--- config.mk ---
export PLATFORM = sky130hd
export DESIGN_NAME = store_commit_ctrl
export DESIGN_NICKNAME = d
export VERILOG_FILES = /design/src/rtl/rv32i_types.sv /design/src/rtl/store_commit_ctrl.sv
export SDC_FILE = /design/constraint.sdc
export NUM_CORES = 1
export LEC_CHECK = 0
export ABC_CLOCK_PERIOD_IN_PS = 4400
export CORE_AREA = 2 2 172 174
export DETAILED_ROUTE_END_ITERATION = 10
export DIE_AREA = 0 0 174 176
export HOLD_SLACK_MARGIN = 0.12
export PLACE_DENSITY = 0.66
export SLEW_MARGIN = 30
export SYNTH_ARGS = -nofsm -noshare
export SYNTH_HDL_FRONTEND = slang
export SYNTH_SLANG_ARGS = --single-unit
--- constraint.sdc ---
create_clock -name clk -period 4.4 [get_ports clk]
set_input_delay 0.44 -clock clk [delete_from_list [all_inputs] [get_ports clk]]
set_output_delay 0.44 -clock clk [all_outputs]
set_load 0.03 [all_outputs]
--- src/rtl/rv32i_types.sv ---
// Shared RV32I types: opcodes, store/commit controller state and latched request.
package rv32i_types;

  localparam logic [6:0] op_b_load  = 7'b0000011;
  localparam logic [6:0] op_b_store = 7'b0100011;

  typedef enum logic [2:0] {
    IDLE    = 3'd0,
    ST_WAIT = 3'd1,
    ST_DONE = 3'd2,
    LD_WAIT = 3'd3,
    LD_DROP = 3'd4
  } store_ctrl_state_t;

  // One memory request as held while the data-cache port is busy.
  typedef struct packed {
    logic [6:0]  opcode;
    logic [31:0] addr;
    logic [31:0] wdata;
    logic [3:0]  wmask;
    logic [3:0]  rmask;
    logic [31:0] rs1_rdata;
    logic [31:0] rs2_rdata;
  } mem_req_t;

endpackage

--- src/rtl/store_commit_ctrl.sv ---
// Arbitrates the shared data-cache port between committing stores and loads.
module store_commit_ctrl
  import rv32i_types::*;
(
  input  logic        clk,
  input  logic        rst_n,
  input  logic        rob_head_store,
  input  logic        sq_valid,
  input  logic [31:0] sq_addr,
  input  logic [31:0] sq_wdata,
  input  logic [3:0]  sq_wmask,
  input  logic [31:0] sq_rs1_rdata,
  input  logic [31:0] sq_rs2_rdata,
  output logic        sq_dequeue,
  input  logic        ld_req,
  input  logic [31:0] ld_addr,
  input  logic [3:0]  ld_rmask,
  output logic        ld_gnt,
  output logic        ld_resp,
  output logic [31:0] ld_rdata,
  input  logic        flush,
  output logic [31:0] dmem_addr,
  output logic [3:0]  dmem_rmask,
  output logic [3:0]  dmem_wmask,
  output logic [31:0] dmem_wdata,
  input  logic [31:0] dmem_rdata,
  input  logic        dmem_resp,
  output logic        store_done,
  output logic [31:0] store_monitor_mem_addr,
  output logic [3:0]  store_monitor_mem_wmask,
  output logic [31:0] store_monitor_mem_wdata,
  output logic [31:0] store_monitor_rs1_rdata,
  output logic [31:0] store_monitor_rs2_rdata
);

  store_ctrl_state_t state, state_next;
  mem_req_t          req_q;
  logic              store_eligible;
  logic              load_accept;

  assign store_eligible = rob_head_store & sq_valid;
  assign load_accept    = ~store_eligible & ld_req & ~flush;

  // State register.
  always_ff @(posedge clk or negedge rst_n) begin
    if (!rst_n) begin
      state <= IDLE;
    end else begin
      state <= state_next;
    end
  end

  // Capture the request that is about to own the cache port; held until IDLE.
  always_ff @(posedge clk or negedge rst_n) begin
    if (!rst_n) begin
      req_q <= '0;
    end else if (state == IDLE) begin
      if (store_eligible) begin
        req_q <= '{opcode:    op_b_store,
                   addr:      sq_addr,
                   wdata:     sq_wdata,
                   wmask:     sq_wmask,
                   rmask:     4'h0,
                   rs1_rdata: sq_rs1_rdata,
                   rs2_rdata: sq_rs2_rdata};
      end else if (load_accept) begin
        req_q <= '{opcode:    op_b_load,
                   addr:      ld_addr,
                   wdata:     32'h0,
                   wmask:     4'h0,
                   rmask:     ld_rmask,
                   rs1_rdata: 32'h0,
                   rs2_rdata: 32'h0};
      end
    end
  end

  // Next-state and output decode.
  always_comb begin
    state_next              = state;
    sq_dequeue              = 1'b0;
    ld_gnt                  = 1'b0;
    ld_resp                 = 1'b0;
    ld_rdata                = '0;
    dmem_addr               = '0;
    dmem_rmask              = '0;
    dmem_wmask              = '0;
    dmem_wdata              = '0;
    store_done              = 1'b0;
    store_monitor_mem_addr  = '0;
    store_monitor_mem_wmask = '0;
    store_monitor_mem_wdata = '0;
    store_monitor_rs1_rdata = '0;
    store_monitor_rs2_rdata = '0;

    case (state)
      IDLE: begin
        if (store_eligible) begin
          state_next = ST_WAIT;
        end else if (load_accept) begin
          // Grant is combinational from ld_req, so qualify with rst_n to keep it low in reset.
          ld_gnt     = rst_n;
          state_next = LD_WAIT;
        end
      end
      ST_WAIT: begin
        dmem_addr  = req_q.addr;
        dmem_wdata = req_q.wdata;
        dmem_wmask = (req_q.opcode == op_b_store) ? req_q.wmask : 4'h0;
        if (dmem_resp) begin
          state_next = ST_DONE;
        end
      end
      ST_DONE: begin
        store_done              = 1'b1;
        sq_dequeue              = 1'b1;
        store_monitor_mem_addr  = req_q.addr;
        store_monitor_mem_wmask = req_q.wmask;
        store_monitor_mem_wdata = req_q.wdata;
        store_monitor_rs1_rdata = req_q.rs1_rdata;
        store_monitor_rs2_rdata = req_q.rs2_rdata;
        state_next              = IDLE;
      end
      LD_WAIT: begin
        dmem_addr  = req_q.addr;
        dmem_rmask = req_q.rmask;
        if (dmem_resp) begin
          state_next = IDLE;
          if (!flush) begin
            ld_resp  = 1'b1;
            ld_rdata = dmem_rdata;
          end
        end else if (flush) begin
          state_next = LD_DROP;
        end
      end
      LD_DROP: begin
        dmem_addr  = req_q.addr;
        dmem_rmask = req_q.rmask;
        if (dmem_resp) begin
          state_next = IDLE;
        end
      end
      default: begin
        state_next = IDLE;
      end
    endcase
  end

endmodule

# After elaboration in Yosys (flattened, before gate mapping)
# Cells that the tools add are included.
# op_classes
n_eq_ne	9
n_mux	29
bitwise_logic	5
n_reduce_logical	6
# op_table
operator	n
32-bit two-way mux	9
143-bit two-way mux	2
3-bit two-way mux	6
4-bit two-way mux	4
3-bit one-hot mux with 4 select lines	1
7-bit by 6-bit == test with 1-bit output, second input constant	1
1-bit two-way mux	7
3-bit by 2-bit == test with 1-bit output, second input constant	2
3-bit inequality test, second input constant	2
2-bit inequality test, second input constant	2
4-bit AND reduction	1
1-bit bitwise AND	3
3-bit by 1-bit == test with 1-bit output, second input constant	1
3-bit == test, second input constant	1
3-bit zero test	1
3-bit OR reduction	1
1-bit inverter	2
2-bit AND reduction	1
2-bit nonzero test	1
2-bit OR reduction	1
# word_totals
reg_bits	146
output_inout_bits	240
word_cells	57

# Depth between registers and ports, before layout
# depth
word_depth	7
depth_mapped	6
ltp_nobuf	3

# Worst setup path before layout
# Ideal clock, no wire load.
# synth_timing
kind	reg-to-output
start	register state[0]
end	output store_monitor_mem_addr[22]
arrival_time_ps	1685
required_ps	3960
slack_ps	2275
path_stages_with_launch	5
path_cell_list	dfrtp_1 -> buf_6 -> nor3b_2 -> clkbuf_1 -> and2_1
# synth_via
elab_chain_len	2
# synth_lines
item	line_no	rtl
from (decl)	store_commit_ctrl.sv:36	store_ctrl_state_t state, state_next;
from (signal assigned)	store_commit_ctrl.sv:49	state <= state_next;
3-bit by 2-bit == test with 1-bit output	store_commit_ctrl.sv:96	case (state)
32-bit two-way mux	store_commit_ctrl.sv:96	
to (decl)	store_commit_ctrl.sv:29	output logic [31:0] store_monitor_mem_addr,
# No other way between the ends.

# Worst setup path after layout
# layout_timing
start	register state[0]
end	output dmem_wmask[3]
# layout_via
elab_chain_len	2
# layout_lines
item	line_no	rtl
3-bit by 1-bit == test with 1-bit output	store_commit_ctrl.sv:96	
4-bit two-way mux	store_commit_ctrl.sv:96	
to (decl)	store_commit_ctrl.sv:24	output logic [3:0] dmem_wmask,
# No other way between the ends.

==> impl_metrics.ini <==
[run_status]
status = completed

[synth]
synth_mux_area_share_pct = 10.8
yosys.area_share.simple_pct = 23.2
synth_cell_types = 30
synth_top_family_by_area = simple AND/OR/NAND/NOR gates
synth_area_leader_cell = dfrtp_1
synth_top_area_share_pct = 48.7
ys_warn_count = 0
netlist_instances = 635
ys_seq_area_share_pct = 48.7
yosys.area_share.xor_xnor_pct = 0
synth_fa_ha_area_share_pct = 0
synth_edf_count = 0
synth.avg_cell_area_sq_um = 11.4
synth_most_common_cell = and2_1
synth_async_sr_flop_share_pct = 100
synth-compound-area-share_pct = 13.1
ys_ff_latch = 141
synth_area_leaders = dfrtp_1 49%, and2_1 18%, a22o_1 12%, mux2_2 7.8%, mux2_4 2.9%
synthFlopType = dfrtp_1
synth_nets = 842
netlist_area_sq_um = 7240
synthTopCellsByCount = 206 x and2_1, 141 x dfrtp_1, 100 x a22o_1

[clock_tree]
ctsResizeCount = 0
cts-root-buf = clkbuf_16
clock_latency_ps = 420
clock_sinks = 141
post_cts_buffers = 0
cts_tree = yes
cts_hold_buf = 1
cts_max_level = 4
numCtsBuffers = 17
clk_pin_slew_ps = 60
cts_buffer_depth = 2

[final_layout]
drive_above_1_share_pct = 10.9
n_fill_cell = 2799
design_area_sq_um = 12600
final_nets = 1263
diodes = 0
syn_to_final_growth_pct = 74.3
fin_cells = 1453

[setup_path]
cp-start-kind = register
path_class = reg -> out
cp-end-kind = output pin
crit_arrival_ps = 2770
cp.required_ps = 3960
cp_max_fo = 33

[power_and_ir_drop]
p_sw_mw = 3.02
powerDensity_nw_per_um2 = 593
clockPowerShare_pct = 19.2
switching_share_pct = 40.4
p_leak_nw = 5.29
p_int_mw = 4.46
comb_power_share_pct = 50.4
p_total_mw = 7.48
seqPwrFrac_pct = 30.4
ir_drop_v = 0.000241

[place]
postPlaceCellArea_sq_um = 12000
dpl.hpwl_um = 19200
gp_congestion = 0.800
portBuffers = 446
dp_cells = 1420

[global_route]
grt_pass1_wl_um = 40200
antenna_found_initial = 0
grt_pass1_vias = 6644
grt_max_degree = 77
gr-total-overflow = 0
grtUsageTotal_pct = 16.9

[die]
die_area_sq_um = 30600
chipHeight_um = 176
core_area_sq_um = 28500
initial_utilization_pct = 25.4
ios = 447
rows = 62
dieWidth_um = 174

[route]
wl_um = 26600
drt_iter0_markers = 230
drc = 0
drt_pass1_iterations = 4
vias = 6437
viasPerCell = 4.43
wl_per_cell_um = 18.3
ant_nets = 0

[sta]
slew_headroom_pct = 45.7
tns_ps = 0
slew_violations = 0
clock_skew_ps = 15.0
rsz0062_at_grt = no
finalHoldViolCount = 0
timing.final.crit_share_pct = 72.9
setup-violations-final = 0
period_needed_ps = 3210
fmax_ghz = 0.312
holdWs_ps = 470
tightest_slew_ps = 812

[run]
drv_cap = 0

[min_path]
worstHoldPathType = reg -> reg
## state kept, by name, indices dropped and copies added, names as in the netlist
name and cells:
req_q 138, state 3
## cell type report
class | instances | area [sq um] | area share (%)
timing repair buffer | 459 | 4600 | 36.4
sequential | 141 | 3530 | 27.9
multi-input combinational | 437 | 3440 | 27.2
tap | 384 | 480 | 3.80
clock buffer | 18 | 429 | 3.40
clock inverter | 14 | 149 | 1.18
## power groups by stage
stage	logic [mW]	registers (mW)	clock network, mW
2_1_floorplan	2.41	2.11	0
3_3_place_gp	3.78	2.28	0
3_5_place_dp	3.82	2.29	0
4_1_cts	3.82	2.28	1.49
5_1_grt	4.00	2.36	1.55
6_report	3.77	2.28	1.44
## critical path: stages, from the launching register on
cell and delay, ps:
dfrtp_1 610, nor3b_2 230, buf_4 360, and3_1 310, and2_1 160, clkdlybuf4s50_1 670
## per-stage QoR
stage / utilization [%] / worst slack (ps)
floorplan: - / 2270
global placement: 42.2 / 1640
detailed placement: 42.2 / 1630
CTS: 44.2 / 1180
global route: 44.2 / 1020
finish: 44.2 / 1190
## cell usage in the layout, fill, tap and decap left out, types with 2 or more instances in the layout
cell / netlist / final
nor3b_2: 2 / 2
clkdlybuf4s50_1: 0 / 445
a21o_1: 5 / 5
buf_12: 0 / 3
nand2_1: 5 / 5
and2_1: 206 / 205
and2b_1: 15 / 15
nor2b_1: 18 / 18
and4_1: 5 / 5
inv_6: 0 / 4
dfrtp_1: 141 / 141
a22o_1: 100 / 100
clkbuf_16: 0 / 17
clkinvlp_4: 0 / 2
inv_8: 0 / 3
nand3b_1: 2 / 2
mux2_4: 14 / 14
clkinv_4: 0 / 4
mux2_2: 50 / 50
buf_4: 4 / 9
a21oi_1: 3 / 3
## per-layer routing
layer  vias up  track usage [%]  share of wire, %
met1      3132             20.2                41
li1       3028                -                 -
met3        18             5.92               8.2
met4         0             4.27               1.3
met5         -                0                 0
met2       259             29.2                50
## worst paths after layout
path / start / to / slack [ps] / cells after the start
min reg2reg: req_q[67]$_DFFE_PN0P_ / req_q[67]$_DFFE_PN0P_ / 470 / 1
min in group asynchronous: rst_n / req_q[3]$_DFFE_PN0P_ / 500 / 2
min: req_q[67]$_DFFE_PN0P_ / req_q[67]$_DFFE_PN0P_ / 470 / 1
max: state[0]$_DFFE_PN0P_ / dmem_wmask[3] / 1190 / 5
max reg2reg: state[0]$_DFFE_PN0P_ / req_q[8]$_DFFE_PN0P_ / 2270 / 4
max in group asynchronous: rst_n / req_q[35]$_DFFE_PN0P_ / 2790 / 3
## logic make-up after synthesis
kind of cell	Yosys count
flops	141
buf+inv	57
compound gates	111
simple gates	261
mux	65
Power figures use the tool's default switching activity.
